<file path="config.mk">
export PLATFORM = sky130hd
export DESIGN_NAME = wb2axi_bridge_flat
export DESIGN_NICKNAME = d
export VERILOG_FILES = /design/src/rtl/wb2axi_bridge_if.sv /design/src/rtl/wb2axi_bridge.sv /design/src/flat_wrapper.sv
export SDC_FILE = /design/constraint.sdc
export NUM_CORES = 1
export LEC_CHECK = 0
export ABC_AREA = 1
export CAP_MARGIN = 20
export CORE_AREA = 2 2 136 138
export CTS_CLUSTER_DIAMETER = 60
export DETAILED_ROUTE_END_ITERATION = 8
export DIE_AREA = 0 0 138 140
export DONT_BUFFER_PORTS = 1
export PLACE_DENSITY = 0.45
export SLEW_MARGIN = 10
export SYNTH_ARGS = -nofsm -noshare
export SYNTH_HDL_FRONTEND = slang
export SYNTH_SLANG_ARGS = --single-unit
</file>
<file path="constraint.sdc">
create_clock -name clk -period 2.8 [get_ports clk]
set_input_delay 0.42 -clock clk [delete_from_list [all_inputs] [get_ports clk]]
set_output_delay 0.42 -clock clk [all_outputs]
set_load 0.01 [all_outputs]
</file>
<file path="src/rtl/wb2axi_bridge_if.sv">
// Bus bundle between a Wishbone classic master and a single-beat AXI4 slave.
// "master" is the bridge's view (WB target, AXI initiator); "slave" is the surrounding system.
interface wb2axi_bridge_if #(
    parameter int unsigned ID_WIDTH = 1
);
    logic [29:0]         wb_adr;
    logic [31:0]         wb_dat;
    logic [3:0]          wb_sel;
    logic                wb_we;
    logic                wb_cyc;
    logic                wb_stb;
    logic [31:0]         wb_rdt;
    logic                wb_ack;
    logic                wb_err;

    logic [ID_WIDTH-1:0] awid;
    logic [31:0]         awaddr;
    logic [7:0]          awlen;
    logic [2:0]          awsize;
    logic [1:0]          awburst;
    logic                awvalid;
    logic                awready;

    logic [63:0]         wdata;
    logic [7:0]          wstrb;
    logic                wlast;
    logic                wvalid;
    logic                wready;

    logic [ID_WIDTH-1:0] bid;
    logic [1:0]          bresp;
    logic                bvalid;
    logic                bready;

    logic [ID_WIDTH-1:0] arid;
    logic [31:0]         araddr;
    logic [7:0]          arlen;
    logic [2:0]          arsize;
    logic [1:0]          arburst;
    logic                arvalid;
    logic                arready;

    logic [ID_WIDTH-1:0] rid;
    logic [63:0]         rdata;
    logic [1:0]          rresp;
    logic                rlast;
    logic                rvalid;
    logic                rready;

    modport master (
        input  wb_adr, wb_dat, wb_sel, wb_we, wb_cyc, wb_stb,
        output wb_rdt, wb_ack, wb_err,
        output awid, awaddr, awlen, awsize, awburst, awvalid,
        input  awready,
        output wdata, wstrb, wlast, wvalid,
        input  wready,
        input  bid, bresp, bvalid,
        output bready,
        output arid, araddr, arlen, arsize, arburst, arvalid,
        input  arready,
        input  rid, rdata, rresp, rlast, rvalid,
        output rready
    );

    modport slave (
        output wb_adr, wb_dat, wb_sel, wb_we, wb_cyc, wb_stb,
        input  wb_rdt, wb_ack, wb_err,
        input  awid, awaddr, awlen, awsize, awburst, awvalid,
        output awready,
        input  wdata, wstrb, wlast, wvalid,
        output wready,
        output bid, bresp, bvalid,
        input  bready,
        input  arid, araddr, arlen, arsize, arburst, arvalid,
        output arready,
        output rid, rdata, rresp, rlast, rvalid,
        input  rready
    );
endinterface

</file>
<file path="src/rtl/wb2axi_bridge.sv">
// Wishbone classic (32-bit) to AXI4 (64-bit) single-beat bridge, one transaction in flight.
// AXI error responses terminate the Wishbone cycle with err instead of ack.
module wb2axi_bridge #(
    parameter int unsigned         ID_WIDTH = 1,
    parameter logic [ID_WIDTH-1:0] AXI_ID   = '0
) (
    input  logic                   clk,
    input  logic                   rst_n,
    wb2axi_bridge_if.master        bus
);
    localparam logic [2:0] IDLE  = 3'd0;
    localparam logic [2:0] WRITE = 3'd1;
    localparam logic [2:0] WRESP = 3'd2;
    localparam logic [2:0] READ  = 3'd3;
    localparam logic [2:0] RRESP = 3'd4;
    localparam logic [2:0] DONE  = 3'd5;

    logic [2:0]  state_q, state_d;
    logic [29:0] adr_q, adr_d;
    logic [31:0] dat_q, dat_d;
    logic [3:0]  sel_q, sel_d;
    logic [31:0] rdt_q, rdt_d;
    logic        awvalid_q, awvalid_d;
    logic        wvalid_q, wvalid_d;
    logic        bready_q, bready_d;
    logic        arvalid_q, arvalid_d;
    logic        rready_q, rready_d;
    logic        ack_q, ack_d;
    logic        err_q, err_d;

    // A channel counts as done once its valid is low or is being accepted this cycle.
    logic aw_done, w_done;
    assign aw_done = !awvalid_q || bus.awready;
    assign w_done  = !wvalid_q || bus.wready;

    always_comb begin
        state_d   = state_q;
        adr_d     = adr_q;
        dat_d     = dat_q;
        sel_d     = sel_q;
        rdt_d     = rdt_q;
        awvalid_d = awvalid_q;
        wvalid_d  = wvalid_q;
        bready_d  = bready_q;
        arvalid_d = arvalid_q;
        rready_d  = rready_q;
        ack_d     = 1'b0;
        err_d     = 1'b0;

        case (state_q)
            IDLE: begin
                if (bus.wb_cyc && bus.wb_stb) begin
                    adr_d = bus.wb_adr;
                    if (bus.wb_we) begin
                        dat_d     = bus.wb_dat;
                        sel_d     = bus.wb_sel;
                        awvalid_d = 1'b1;
                        wvalid_d  = 1'b1;
                        state_d   = WRITE;
                    end else begin
                        arvalid_d = 1'b1;
                        state_d   = READ;
                    end
                end
            end
            WRITE: begin
                if (bus.awready) awvalid_d = 1'b0;
                if (bus.wready)  wvalid_d  = 1'b0;
                if (aw_done && w_done) begin
                    bready_d = 1'b1;
                    state_d  = WRESP;
                end
            end
            WRESP: begin
                if (bus.bvalid) begin
                    bready_d = 1'b0;
                    ack_d    = (bus.bresp == 2'b00);
                    err_d    = (bus.bresp != 2'b00);
                    state_d  = DONE;
                end
            end
            READ: begin
                if (bus.arready) begin
                    arvalid_d = 1'b0;
                    rready_d  = 1'b1;
                    state_d   = RRESP;
                end
            end
            RRESP: begin
                if (bus.rvalid) begin
                    rready_d = 1'b0;
                    rdt_d    = adr_q[0] ? bus.rdata[63:32] : bus.rdata[31:0];
                    ack_d    = (bus.rresp == 2'b00);
                    err_d    = (bus.rresp != 2'b00);
                    state_d  = DONE;
                end
            end
            DONE:    state_d = IDLE;
            default: state_d = IDLE;
        endcase
    end

    always_ff @(posedge clk or negedge rst_n) begin
        if (!rst_n) begin
            state_q   <= IDLE;
            adr_q     <= '0;
            dat_q     <= '0;
            sel_q     <= '0;
            rdt_q     <= '0;
            awvalid_q <= 1'b0;
            wvalid_q  <= 1'b0;
            bready_q  <= 1'b0;
            arvalid_q <= 1'b0;
            rready_q  <= 1'b0;
            ack_q     <= 1'b0;
            err_q     <= 1'b0;
        end else begin
            state_q   <= state_d;
            adr_q     <= adr_d;
            dat_q     <= dat_d;
            sel_q     <= sel_d;
            rdt_q     <= rdt_d;
            awvalid_q <= awvalid_d;
            wvalid_q  <= wvalid_d;
            bready_q  <= bready_d;
            arvalid_q <= arvalid_d;
            rready_q  <= rready_d;
            ack_q     <= ack_d;
            err_q     <= err_d;
        end
    end

    assign bus.wb_rdt  = rdt_q;
    assign bus.wb_ack  = ack_q;
    assign bus.wb_err  = err_q;

    assign bus.awid    = AXI_ID;
    assign bus.awaddr  = {adr_q, 2'b00};
    assign bus.awlen   = 8'd0;
    assign bus.awsize  = 3'd2;
    assign bus.awburst = 2'b01;
    assign bus.awvalid = awvalid_q;

    // The 32-bit word is replicated on both halves; the strobes pick the live lane.
    assign bus.wdata   = {dat_q, dat_q};
    assign bus.wstrb   = adr_q[0] ? {sel_q, 4'h0} : {4'h0, sel_q};
    assign bus.wlast   = 1'b1;
    assign bus.wvalid  = wvalid_q;
    assign bus.bready  = bready_q;

    assign bus.arid    = AXI_ID;
    assign bus.araddr  = {adr_q, 2'b00};
    assign bus.arlen   = 8'd0;
    assign bus.arsize  = 3'd2;
    assign bus.arburst = 2'b01;
    assign bus.arvalid = arvalid_q;
    assign bus.rready  = rready_q;

    logic unused_ok;
    assign unused_ok = ^{bus.bid, bus.rid, bus.rlast};
endmodule
</file>
<file path="src/flat_wrapper.sv">
// flat-port wrapper written by rule: the top's interface ports become plain ports
module wb2axi_bridge_flat 
#(
    parameter int unsigned         ID_WIDTH = 1,
    parameter logic [ID_WIDTH-1:0] AXI_ID   = '0
)
  (clk, rst_n, bus_wb_adr, bus_wb_dat, bus_wb_sel, bus_wb_we, bus_wb_cyc, bus_wb_stb, bus_wb_rdt, bus_wb_ack, bus_wb_err, bus_awid, bus_awaddr, bus_awlen, bus_awsize, bus_awburst, bus_awvalid, bus_awready, bus_wdata, bus_wstrb, bus_wlast, bus_wvalid, bus_wready, bus_bid, bus_bresp, bus_bvalid, bus_bready, bus_arid, bus_araddr, bus_arlen, bus_arsize, bus_arburst, bus_arvalid, bus_arready, bus_rid, bus_rdata, bus_rresp, bus_rlast, bus_rvalid, bus_rready);
  wb2axi_bridge_if #(.ID_WIDTH(ID_WIDTH)) bus_i ();
  input  logic clk;
  input  logic rst_n;
  input wire logic [$bits(bus_i.wb_adr)-1:0] bus_wb_adr;
  input wire logic [$bits(bus_i.wb_dat)-1:0] bus_wb_dat;
  input wire logic [$bits(bus_i.wb_sel)-1:0] bus_wb_sel;
  input wire logic [$bits(bus_i.wb_we)-1:0] bus_wb_we;
  input wire logic [$bits(bus_i.wb_cyc)-1:0] bus_wb_cyc;
  input wire logic [$bits(bus_i.wb_stb)-1:0] bus_wb_stb;
  output wire logic [$bits(bus_i.wb_rdt)-1:0] bus_wb_rdt;
  output wire logic [$bits(bus_i.wb_ack)-1:0] bus_wb_ack;
  output wire logic [$bits(bus_i.wb_err)-1:0] bus_wb_err;
  output wire logic [$bits(bus_i.awid)-1:0] bus_awid;
  output wire logic [$bits(bus_i.awaddr)-1:0] bus_awaddr;
  output wire logic [$bits(bus_i.awlen)-1:0] bus_awlen;
  output wire logic [$bits(bus_i.awsize)-1:0] bus_awsize;
  output wire logic [$bits(bus_i.awburst)-1:0] bus_awburst;
  output wire logic [$bits(bus_i.awvalid)-1:0] bus_awvalid;
  input wire logic [$bits(bus_i.awready)-1:0] bus_awready;
  output wire logic [$bits(bus_i.wdata)-1:0] bus_wdata;
  output wire logic [$bits(bus_i.wstrb)-1:0] bus_wstrb;
  output wire logic [$bits(bus_i.wlast)-1:0] bus_wlast;
  output wire logic [$bits(bus_i.wvalid)-1:0] bus_wvalid;
  input wire logic [$bits(bus_i.wready)-1:0] bus_wready;
  input wire logic [$bits(bus_i.bid)-1:0] bus_bid;
  input wire logic [$bits(bus_i.bresp)-1:0] bus_bresp;
  input wire logic [$bits(bus_i.bvalid)-1:0] bus_bvalid;
  output wire logic [$bits(bus_i.bready)-1:0] bus_bready;
  output wire logic [$bits(bus_i.arid)-1:0] bus_arid;
  output wire logic [$bits(bus_i.araddr)-1:0] bus_araddr;
  output wire logic [$bits(bus_i.arlen)-1:0] bus_arlen;
  output wire logic [$bits(bus_i.arsize)-1:0] bus_arsize;
  output wire logic [$bits(bus_i.arburst)-1:0] bus_arburst;
  output wire logic [$bits(bus_i.arvalid)-1:0] bus_arvalid;
  input wire logic [$bits(bus_i.arready)-1:0] bus_arready;
  input wire logic [$bits(bus_i.rid)-1:0] bus_rid;
  input wire logic [$bits(bus_i.rdata)-1:0] bus_rdata;
  input wire logic [$bits(bus_i.rresp)-1:0] bus_rresp;
  input wire logic [$bits(bus_i.rlast)-1:0] bus_rlast;
  input wire logic [$bits(bus_i.rvalid)-1:0] bus_rvalid;
  output wire logic [$bits(bus_i.rready)-1:0] bus_rready;
  assign bus_i.wb_adr = bus_wb_adr;
  assign bus_i.wb_dat = bus_wb_dat;
  assign bus_i.wb_sel = bus_wb_sel;
  assign bus_i.wb_we = bus_wb_we;
  assign bus_i.wb_cyc = bus_wb_cyc;
  assign bus_i.wb_stb = bus_wb_stb;
  assign bus_wb_rdt = bus_i.wb_rdt;
  assign bus_wb_ack = bus_i.wb_ack;
  assign bus_wb_err = bus_i.wb_err;
  assign bus_awid = bus_i.awid;
  assign bus_awaddr = bus_i.awaddr;
  assign bus_awlen = bus_i.awlen;
  assign bus_awsize = bus_i.awsize;
  assign bus_awburst = bus_i.awburst;
  assign bus_awvalid = bus_i.awvalid;
  assign bus_i.awready = bus_awready;
  assign bus_wdata = bus_i.wdata;
  assign bus_wstrb = bus_i.wstrb;
  assign bus_wlast = bus_i.wlast;
  assign bus_wvalid = bus_i.wvalid;
  assign bus_i.wready = bus_wready;
  assign bus_i.bid = bus_bid;
  assign bus_i.bresp = bus_bresp;
  assign bus_i.bvalid = bus_bvalid;
  assign bus_bready = bus_i.bready;
  assign bus_arid = bus_i.arid;
  assign bus_araddr = bus_i.araddr;
  assign bus_arlen = bus_i.arlen;
  assign bus_arsize = bus_i.arsize;
  assign bus_arburst = bus_i.arburst;
  assign bus_arvalid = bus_i.arvalid;
  assign bus_i.arready = bus_arready;
  assign bus_i.rid = bus_rid;
  assign bus_i.rdata = bus_rdata;
  assign bus_i.rresp = bus_rresp;
  assign bus_i.rlast = bus_rlast;
  assign bus_i.rvalid = bus_rvalid;
  assign bus_rready = bus_i.rready;
  wb2axi_bridge #(.ID_WIDTH(ID_WIDTH), .AXI_ID(AXI_ID)) u_core (.clk(clk), .rst_n(rst_n), .bus(bus_i));
endmodule
</file>
---- Word level (Yosys, flattened, before mapping) ----
Cells that the tools add are included.
operators by class
  equal/unequal tests ..................... 13
  muxes and demuxes ....................... 31
  reductions and logical operators ........ 24
operators with widths
  operator              number
  $mux W32              1
  $mux W1               15
  $mux W3               5
  $pmux W3 S5           1
  $ne A2 B2 Y1 const B  7
  $pmux W1 S2           7
  $reduce_and A4 Y1     3
  $reduce_bool A2 Y1    6
  $reduce_and A3 Y1     3
  $mux W8               1
  $eq A3 B2 Y1 const B  2
  $reduce_and A5 Y1     1
  $logic_not A2 Y1      2
  $ne A2 B1 Y1 const B  2
  $reduce_and A2 Y1     2
  $eq A3 B1 Y1 const B  1
  $eq A3 B3 Y1 const B  1
  $logic_not A3 Y1      1
  $logic_and A1 B1 Y1   2
  $logic_not A1 Y1      2
  $logic_or A1 B1 Y1    2
  $mux W2               1
word-level totals
  bits of input ports ..................... 147
  bits in registers ....................... 108

---- Depth between registers and ports, before layout ----
  depth after elaboration ................. 5
  mapped depth ............................ 8
  gate-level depth less buffers ........... 8

---- Worst setup path before layout ----
No wires, ideal clock.
  kind .................................... flip-flop to output port
  start ................................... reg u_core.adr_q[0]
  end ..................................... out bus_wstrb[6]
  arrival ................................. 1.012 ns
  slack ................................... 1.368 ns
  stages on the path, launching flop included .. 5
  required time ........................... 2.380 ns
  cells stage by stage .................... dfrtp_1 -> buf_2 -> buf_1 -> nand2_1 -> inv_1
on the way
  longest elaborated chain between the ends .. 1
ends and longest elaborated chain
  element                   line                  RTL
  start: declaration        wb2axi_bridge.sv:19   logic [29:0] adr_q, adr_d;
  start signal: assignment  wb2axi_bridge.sv:119  adr_q <= adr_d;
  $mux W8                   wb2axi_bridge.sv:146  assign bus.wstrb = adr_q[0] ? {sel_q, 4'h0} : {4'h0, sel_q};
  end: declaration          flat_wrapper.sv:28    output wire logic [$bits(bus_i.wstrb)-1:0] bus_wstrb;
No other way between the ends.

---- Worst setup path in the final report ----
  start ................................... reg u_core.adr_q[0]
  end ..................................... out bus_wstrb[7]
The elaborated chain is that of the path after synthesis.

==> summary.md <==
| Metric | Value |
|---|---|
| Critical path cell sequence | `nand2_1 -> inv_1` |
| Synth Warn # | `0` |
| CTS tree | `built` |
| Final Hold Viols | `108` |
| WP buf/inv | `1` |
| Pin count of the biggest net entering global routing | `109` |
| Logic pwr share | `21.9%` |
| # Max-Cap Violations | `0` |
| Post-route cell area | `5420 sq um` |
| GRT met3 Usage | `4.14%` |
| Initial antenna violation count | `0` |
| Reg2Reg Launch Point | `u_core.adr_q[0]` |
| Yosys top cell by area | `dfrtp_1` |
| H-tree level count | `3` |
| First-pass DRT Iterations | `5` |
| R2r setup slk | `1120 ps` |
| Sw Ratio | `44.0%` |
| Latest clock arrival within the worst-skew pair | `350 ps` |
| GR Util met2 | `20.1%` |
| Int Power | `3.41 mW` |
| Max Fclk | `525 MHz` |
| WHS | `-241 ps` |
| CTS resizes | `0` |
| Initial DRC Count | `107` |
| Layout cells sized above 1 | `8.86%` |
| RSZ-0062 raised after global routing | `false` |
| Yosys top cell area share | `48.5%` |
| Status | `finished with violations` |
| Most frequent cell after synthesis | `nand2_1` |
| Footprint of the multi-input gates | `1670 sq um` |
| Kind of critical path | `flip-flop to primary output` |
| Placed instance area | `5130 sq um` |
| Top delay family on crit path | `flip-flops` |
| Die X | `138 microns` |
| Final setup vio count | `0` |
| Max FO, Critical Path | `42` |
| Netlist cell types | `28` |
| Number of buffers added for setup after CTS | `0` |
| DRC viols | `0` |
| Util after Layout | `30.5%` |
| Register area | `2700 sq um` |
| Min-Delay Path Class | `input pin to async pin` |
| Clk pwr share | `20.4%` |
| DR vias | `3607` |
| Die area | `19300 sq um` |
| CTS clk-pin slew, worst paths | `70 ps` |
| Synthesized flop and latch total | `108` |
| Row count | `49` |
| I/O Pins | `351` |
| Antenna viol nets, final | `0` |
| Sequential element share of the synthesized area | `48.5%` |
| DP HPWL | `8680 microns` |
| Layout area overhead | `-2.76%` |
| CP max-delay cell | `dfrtp_2` |
| Peak supply drop | `338 uV` |
| PwrDens | `1120 nW/um^2` |
| Synth top area cells | `dfrtp_1 (49%), buf_4 (13%), nand2_1 (10%)` |
| Tcrit/Tclk final | `68.0%` |
| Clock tree buffer depth | `2` |
| Crit Reg-Reg Endpoint | `u_core.bus.wb_rdt[14]` |
| Worst endpoint required time | `2380 ps` |
| # diodes | `0` |
| First-pass GRT wire length | `18300 microns` |
| Violated checks | `hold timing` |
| Ys flop type | `dfrtp_1` |
| Critical Path Sink Type | `primary output` |
| Root buf cell | `clkbuf_16` |
| Fin. max-slew vios | `0` |
| Setup_tns | `0 ps` |
| # clock sinks | `108` |
| GRT met1 Usage | `13.3%` |
| Post-synth EDFFs | `0` |
| Filler cells | `1898` |
| FFs w/ async S/R, synth | `100%` |
| Synth top cells by count | `nand2_1 (152), inv_1 (112), dfrtp_1 (108)` |
| Core area | `17800 sq um` |
| Final min period | `1900 ps` |
| Non-Filler Instances | `827` |
| Final WL | `11800 microns` |
| Drt wl/cell | `14.3 microns` |
| Leak pwr | `2.92 nW` |
| Final setup skew | `9.37 ps` |
| Worst setup path end | `bus_wstrb[7]` |
| Worst reg2reg path depth | `4` |
| Cells after Synth | `671` |
| Gr busiest metal | `met2` |
| Grt ovf | `0` |
| GP Congestion | `0.777` |
| CP max stage delay | `850 ps` |
| Vias/cell | `4.36` |
| Placed insts | `811` |
| Nets | `740` |
| Vias in the first global route | `3451` |
| Seq pwr share | `57.8%` |
| CP arrival | `1480 ps` |
| Total CTS buffers | `9` |
| Mean Syn Cell Area | `8.30 sq um` |
| Max-slew headroom | `51.2%` |
| Total GRT Usage | `11.8%` |
| CP startpoint | `u_core.adr_q[0]` |
| Startpoint types | `flip-flop` |
| Port-buffer cells | `0` |
| Post-Syn Area | `5570 sq um` |
| Switching power | `2.67 mW` |
| Initial Utilization | `31.3%` |
| Die Y | `140 microns` |
| Worst-margin pin slew | `733 ps` |
| Crit path depth | `2` |
==> registers in the layout (all words and copies together) (netlist names), 3 cells and up <==
signal,flops
u_core.adr_q,30
u_core.bus.wb_rdt,32
u_core.dat_q,32
u_core.sel_q,4
u_core.state_q,3
==> power groups by stage <==
stage / registers [mW] / clock network [mW] / logic (mW)
global route: 3.64 / 1.37 / 1.58
CTS: 3.54 / 1.30 / 1.36
finish: 3.51 / 1.24 / 1.33
global placement: 3.56 / 0 / 1.30
floorplan: 3.03 / 0 / 2.03
detailed placement: 3.56 / 0 / 1.36
==> area by class of cell <==
type / count / area share (%)
Sequential cell: 108 / 49.9
Tap cell: 229 / 5.29
Multi-Input combinational cell: 356 / 30.9
Timing Repair Buffer: 4 / 0.785
Clock buffer: 10 / 4.41
Clock inverter: 6 / 0.855
Inverter: 114 / 7.90
==> how the worst min path moves through the flow <==
stage                     startpoint                    to  slack, ps  cells after the start
after floorplan                rst_n       u_core.adr_q[0]        120                      0
after global placement         rst_n  u_core.bus.wb_rdt[4]        130                      0
after detailed placement       rst_n      u_core.adr_q[26]        130                      0
after CTS                      rst_n  u_core.bus.wb_rdt[4]       -260                      0
after global routing           rst_n      u_core.adr_q[26]       -270                      0
final                          rst_n      u_core.adr_q[26]       -240                      0
==> cells in the final DEF (no fill, tap or decap), drive strengths merged <==
cell      netlist  final
nand3           8      8
a22oi           1      1
inv           114    117
o21bai          1      1
o31ai           1      1
o22ai           1      1
nand3b          1      1
conb            2     33
clkinvlp        0      1
clkbuf          9     10
nand2         153    153
nor2           19     19
and2            1      1
a21oi           7      7
clkinv          0      2
o21ai         128    128
a21boi          1      1
dfrtp         108    108
buf           115      4
nand4           1      1
==> kinds of logic after synthesis <==
kind of cell | after synthesis | synth area share [%]
buf+inv | 238 | 23.8
simple gates | 183 | 13.0
compound gates | 140 | 14.5
flops | 108 | 48.5
other cells | 2 | 0.135
==> worst reg2reg max path, stage by stage, from the launching register on <==
cell and delay (ps):
dfrtp_2 850, buf_4 410, nand2_1 90, o21ai_0 90, o21ai_0 100
==> per-stage QoR <==
stage	worst slack [ps]	hold slack [ps]	power [mW]
6_report	896	-241	6.08
3_3_place_gp	1130	128	4.85
3_5_place_dp	1070	127	4.92
4_1_cts	838	-263	6.20
5_1_grt	758	-272	6.59
2_1_floorplan	1370	124	5.06
==> per-layer routing <==
| metal | routed length, microns | up-vias | part of all wire [%] |
|---|---|---|---|
| met3 | 1100 | 17 | 9.3 |
| met4 | 235 | 0 | 2.0 |
| met2 | 5720 | 228 | 48 |
| met5 | 0 | - | 0 |
| li1 | - | 1759 | - |
| met1 | 4770 | 1603 | 40 |
(Power assumes the default switching activity.)
